$ cat src/rtl/irq_source_if.sv
// CPU-side interrupt handshake: request line and cause code out, sampling tick and acknowledge in.
interface irq_source_if;
    logic       ncycle;
    logic       ack;
    logic       irq;
    logic [3:0] cause;

    modport master (
        input  ncycle,
        input  ack,
        output irq,
        output cause
    );

    modport slave (
        output ncycle,
        output ack,
        input  irq,
        input  cause
    );
endinterface

$ cat src/rtl/irq_source.sv
// Peripheral interrupt requester: sticky edge-detected pending bits, mask, lowest-index priority,
// one request held until acknowledged, then a tick-counted low gap before the next request.
module irq_source #(
    parameter int NSRC = 4,
    parameter int GAP  = 2
) (
    input  logic            clk,
    input  logic            rst,
    irq_source_if.master    cpu,
    input  logic [NSRC-1:0] src,
    input  logic            mask_we,
    input  logic [NSRC-1:0] mask_d,
    output logic [NSRC-1:0] pending,
    output logic [NSRC-1:0] mask
);

    localparam int CW = $clog2(GAP + 1);

    typedef enum logic [1:0] {
        S_IDLE,
        S_REQ,
        S_GAP
    } state_t;

    state_t          state_q, state_d;
    logic [3:0]      cause_q, cause_d;
    logic [NSRC-1:0] pending_q, pending_d;
    logic [NSRC-1:0] en_mask_q, en_mask_d;
    logic [NSRC-1:0] hist_q, hist_d;
    logic [CW-1:0]   gap_q, gap_d;
    logic            irq_q, irq_d;

    logic [NSRC-1:0] event_vec;
    logic [NSRC-1:0] eligible;
    logic [NSRC-1:0] clear_vec;
    logic [3:0]      first_idx;
    logic            any_eligible;

    assign event_vec    = src & ~hist_q;
    assign eligible     = pending_q & en_mask_q;
    assign any_eligible = |eligible;

    // Scan downwards so the lowest set index is the one left standing.
    always_comb begin
        first_idx = '0;
        for (int i = NSRC - 1; i >= 0; i--) begin
            if (eligible[i]) begin
                first_idx = 4'(i);
            end
        end
    end

    always_comb begin
        state_d   = state_q;
        cause_d   = cause_q;
        gap_d     = gap_q;
        clear_vec = '0;
        case (state_q)
            S_IDLE: begin
                if (any_eligible) begin
                    cause_d = first_idx;
                    state_d = S_REQ;
                end
            end
            S_REQ: begin
                if (cpu.ack) begin
                    for (int i = 0; i < NSRC; i++) begin
                        if (4'(i) == cause_q) begin
                            clear_vec[i] = 1'b1;
                        end
                    end
                    gap_d   = CW'(GAP);
                    state_d = S_GAP;
                end
            end
            S_GAP: begin
                if (gap_q == '0) begin
                    state_d = S_IDLE;
                end else if (cpu.ncycle) begin
                    gap_d = gap_q - CW'(1);
                    if (gap_q == CW'(1)) begin
                        state_d = S_IDLE;
                    end
                end
            end
            default: begin
                state_d = S_IDLE;
            end
        endcase
    end

    // A new event on the source being cleared outranks the clear.
    always_comb begin
        pending_d = (pending_q & ~clear_vec) | event_vec;
        en_mask_d = mask_we ? mask_d : en_mask_q;
        hist_d    = src;
        irq_d     = (state_d == S_REQ);
    end

    always_ff @(posedge clk or negedge rst) begin
        if (!rst) begin
            state_q   <= S_IDLE;
            cause_q   <= '0;
            pending_q <= '0;
            en_mask_q <= '0;
            hist_q    <= '1;
            gap_q     <= '0;
            irq_q     <= 1'b0;
        end else begin
            state_q   <= state_d;
            cause_q   <= cause_d;
            pending_q <= pending_d;
            en_mask_q <= en_mask_d;
            hist_q    <= hist_d;
            gap_q     <= gap_d;
            irq_q     <= irq_d;
        end
    end

    assign cpu.irq   = irq_q;
    assign cpu.cause = cause_q;
    assign pending   = pending_q;
    assign mask      = en_mask_q;

endmodule

$ cat src/flat_wrapper.sv
// flat-port wrapper written by rule: the top's interface ports become plain ports
module irq_source_flat 
#(
    parameter int NSRC = 4,
    parameter int GAP  = 2
)
  (clk, rst, src, mask_we, mask_d, pending, mask, cpu_ncycle, cpu_ack, cpu_irq, cpu_cause);
  irq_source_if cpu_i ();
  input  logic clk;
  input  logic rst;
  input  logic [NSRC-1:0] src;
  input  logic mask_we;
  input  logic [NSRC-1:0] mask_d;
  output logic [NSRC-1:0] pending;
  output logic [NSRC-1:0] mask;
  input wire logic [$bits(cpu_i.ncycle)-1:0] cpu_ncycle;
  input wire logic [$bits(cpu_i.ack)-1:0] cpu_ack;
  output wire logic [$bits(cpu_i.irq)-1:0] cpu_irq;
  output wire logic [$bits(cpu_i.cause)-1:0] cpu_cause;
  assign cpu_i.ncycle = cpu_ncycle;
  assign cpu_i.ack = cpu_ack;
  assign cpu_irq = cpu_i.irq;
  assign cpu_cause = cpu_i.cause;
  irq_source #(.NSRC(NSRC), .GAP(GAP)) u_core (.clk(clk), .rst(rst), .cpu(cpu_i), .src(src), .mask_we(mask_we), .mask_d(mask_d), .pending(pending), .mask(mask));
endmodule
$ cat config.mk
export PLATFORM = sky130hd
export DESIGN_NAME = irq_source_flat
export DESIGN_NICKNAME = d
export VERILOG_FILES = /design/src/rtl/irq_source_if.sv /design/src/rtl/irq_source.sv /design/src/flat_wrapper.sv
export SDC_FILE = /design/constraint.sdc
export NUM_CORES = 1
export LEC_CHECK = 0
export CAP_MARGIN = 10
export CORE_ASPECT_RATIO = 0.7
export CORE_MARGIN = 4
export CORE_UTILIZATION = 29
export DETAILED_ROUTE_END_ITERATION = 7
export GPL_TIMING_DRIVEN = 0
export PLACE_DENSITY = 0.6
export REMOVE_ABC_BUFFERS = 1
export SYNTH_ARGS = -nofsm -noshare
export SYNTH_HDL_FRONTEND = slang
export SYNTH_SLANG_ARGS = --single-unit
$ cat constraint.sdc
create_clock -name clk -period 1.1 [get_ports clk]
set_input_delay 0.11 -clock clk [delete_from_list [all_inputs] [get_ports clk]]
set_output_delay 0.11 -clock clk [all_outputs]
set_load 0.03 [all_outputs]
==> impl_metrics.csv, run 1 <==
group,metric,value,unit
die,rows,15,
power_and_ir_drop,clkPwrFrac,16.7,%
clock_tree,clk_path_buf_depth,2,
route,wl_per_cell,12.88,um
timing,rsz0062_at_grt,"yes",
power_and_ir_drop,power_frac_comb,42.3,%
yosys,seq_area_frac_synth,59.26,%
critical_path,cp_max_fo,7,
yosys,synth_area_leaders,"dfrtp_1 (46%), dfstp_2 (13%), mux2_2 (5.6%)",
outcome,violations,"hold timing, setup timing",
timing,slew_violations,0,
timing,setup_violations,1,
timing,fin_hold_ws,-0.06018,ns
critical_path,crit_buf_inv,0,
clock_tree,cts_hold_buf,0,
die,dieArea,3719,um^2
outcome,outcome,"complete, but fails checks",
yosys,synth-seq-cells,19,
timing,tns,-0.01445,ns
yosys,netlist_instances,68,
critical_path,worstPathRequired,1.23,ns
critical_path,crit_family,"flip-flops",
job,maxCapViolations,0,
route,finalWirelength,1700,um
critical_path,endpoint_kind,"flop",
clock_tree,clkTransAtPathRegs,0.07,ns
power_and_ir_drop,cell_internal_pwr,1.706,mW
critical_path,cp_data_arrival_time,1.24,ns
yosys,synth_warnings,0,
power_and_ir_drop,ir_drop,0.0008885,V
power_and_ir_drop,cellLeakagePower,0.5139,nW
power_and_ir_drop,totalPowerFinal,2.849,mW
yosys,syn_avg_cell_area,11.92,um^2
critical_path,crit_type,"reg -> reg",
die,io_pins,26,
layout,area_growth,40.59,%
yosys,yosysTopAreaCellShare,46.30,%
route,vias_per_cell,4.614,
timing,finalCritPeriodShare,101.3,%
global_route,grt_max_degree,20,
placement,gp_congestion,0.6788,
yosys,ys_types,23,
layout,diodes,0,
clock_tree,h-tree-depth,1,
route,firstDrtPassIters,4,
global_route,grt_first_pass_wirelength,2663,um
die,core-area,2571,um^2
layout,final_util,44.33,%
critical_path,cp_cell_sequence,"nand3b_4, o31ai_1, o21ai_1",
route,ant_nets,0,
placement,io_buffers,23,
global_route,grt_use_total,9.436,%
layout,nets,114,
global_route,grt_overflow,0,
clock_tree,cts_tree,"yes",
yosys,synth.largest_area_cell,"dfrtp_1",
power_and_ir_drop,sw_frac_of_total,40.12,%
layout,drive_gt1_share,38.78,%
timing,setup_ws,-0.01445,ns
critical_path,critPathSlowestCell,"dfrtp_2",
clock_tree,cts_made_buffers,3,
worst_hold_path,hold_path.class,"in -> async",
clock_tree,clkSinkCount,19,
timing,hold_violations,15,
global_route,grt_pass1_vias,561,
power_and_ir_drop,cellPowerDensity,2500,nW/um^2
timing,worst_pin_slew,0.8202,ns
placement,hpwl,1251,um
route,first_iter_violations,8,
critical_path,critPathMaxStageDelay,0.45,ns
die,die_y,52.24,um
timing,relSlewSlack,45.23,%
route,vias,609,
yosys,syn-cell-area,810.8,um^2
critical_path,critical_path.startpoint_type,"flop",
timing,skew,0.003934,ns
power_and_ir_drop,p_switching,1.143,mW
timing,period_minus_slack,1.114,ns
clock_tree,clk_latency,0.25,ns
layout,fillers,248,
placement,place_ws,-0.1814,ns
die,die_w,71.20,um
route,remaining_drc_errors,0,
power_and_ir_drop,pwr-share-seq,41.0,%
global_route,grt_antenna_before_repair,0,
clock_tree,cts-root-buf,"clkbuf_8",
timing,max_freq,0.8973,GHz
die,start_util,31.53,%
[power groups by stage]
| stage | registers, mW | logic [mW] | clock network (mW) |
|---|---|---|---|
| CTS | 1.15 | 1.14 | 0.494 |
| global placement | 1.15 | 1.11 | 0 |
| floorplan | 1.37 | 0.454 | 0 |
| global route | 1.21 | 1.31 | 0.517 |
| finish | 1.17 | 1.21 | 0.475 |
| detailed placement | 1.15 | 1.14 | 0 |
[cell families after synthesis]
logic type / Yosys count / synth area share (%)
AOI/OAI and AO/OA: 20 / 16.98
DFF: 19 / 59.26
buffers and inverters: 12 / 6.480
and+or+nand+nor: 10 / 8.179
muxes: 4 / 5.555
adders and majority gates: 2 / 3.086
other: 1 / 0.4625
[cell type report]
cell class	count	area [um^2]	area share, %
Tap cell	34	42.54	3.732
Timing Repair Buffer	27	211.5	18.55
Sequential cell	19	484.2	42.48
Inverter	10	37.54	3.293
Multi-Input combinational cell	38	319.1	27.99
Clock buffer	4	45.04	3.952
[Yosys cell counts]
cell type	number
o21ai_0	2
mux2_2	4
o311ai_1	2
a31oi_1	1
nand3b_4	1
inv_1	9
a32o_1	1
nand2_1	4
nand3_1	1
nand4bb_1	1
o31ai_1	4
dfrtp_1	15
ha_1	2
buf_4	2
a21oi_1	2
a22o_1	3
nor2_1	2
a21boi_1	1
o21ai_1	4
nand3b_1	1
inv_2	1
dfstp_2	4
conb_1	1
[flip-flops by register name, summed over array words and instances (netlist names)]
name / flops
u_core.pending: 4
u_core.cpu.cause: 2
u_core.gap_q: 2
u_core.mask: 4
u_core.cpu.irq: 1
u_core.hist_q: 4
u_core.state_q: 2
[cells in the final DEF, fill, tap and decap left out, types with 3 or more instances in the layout]
| master | n |
|---|---|
| inv_1 | 8 |
| clkbuf_8 | 3 |
| nand2_1 | 3 |
| a22o_1 | 3 |
| buf_4 | 4 |
| dfrtp_2 | 3 |
| o21ai_1 | 4 |
| mux2_2 | 4 |
| clkdlybuf4s50_1 | 11 |
| dfstp_2 | 4 |
| buf_2 | 10 |
| dfrtp_1 | 12 |
[stage by stage]
stage | instance area, um^2 | hold slack (ns) | instances
after detailed placement | 1072 | 0.4814 | 124
final | 1140 | -0.06018 | 132
after floorplan | 799.5 | -0.1856 | 67
after global routing | 1140 | 0.02534 | 132
after CTS | 1134 | 0.2807 | 129
after global placement | 1072 | 0.4731 | 124
[routing by layer]
metal  share of wire (%)  track usage, %  wire (um)
met5                   0               0          0
met1                  48           12.11        823
met3                 7.6           4.789        130
met2                  44           14.33        740
met4                0.35           1.875          6
[path summary, 6_finish.rpt]
path,to,depth (start not counted),from,slack [ns]
setup / recovery,u_core.pending[3],3,u_core.state_q[1],-0.01
max in group asynchronous,u_core.cpu.cause[0],1,rst,0.60
hold reg to reg,u_core.pending[2],1,u_core.hist_q[2],0.49
setup reg to reg,u_core.pending[3],3,u_core.state_q[1],-0.01
min in group clk,u_core.hist_q[1],1,src[1],0.29
hold / removal,u_core.pending[2],1,rst,-0.06
[timing repair]
action                     4_1_cts  5_1_grt
pin swaps                        1        4
setup buffers                    1        3
setup endpoints to repair       14       17
gates resized for setup         40       23
No activity file was read; power rests on OpenSTA's default activity.
==> run 2, diff against run 1 <==
--- a/config.mk
+++ b/config.mk
@@ -5,7 +5,6 @@
 export SDC_FILE = /design/constraint.sdc
 export NUM_CORES = 1
 export LEC_CHECK = 0
-export CAP_MARGIN = 10
 export CORE_ASPECT_RATIO = 0.7
 export CORE_MARGIN = 4
 export CORE_UTILIZATION = 29
==> results of run 2 <==
The final DEF is identical to that of run 1; final timing and power are the same.
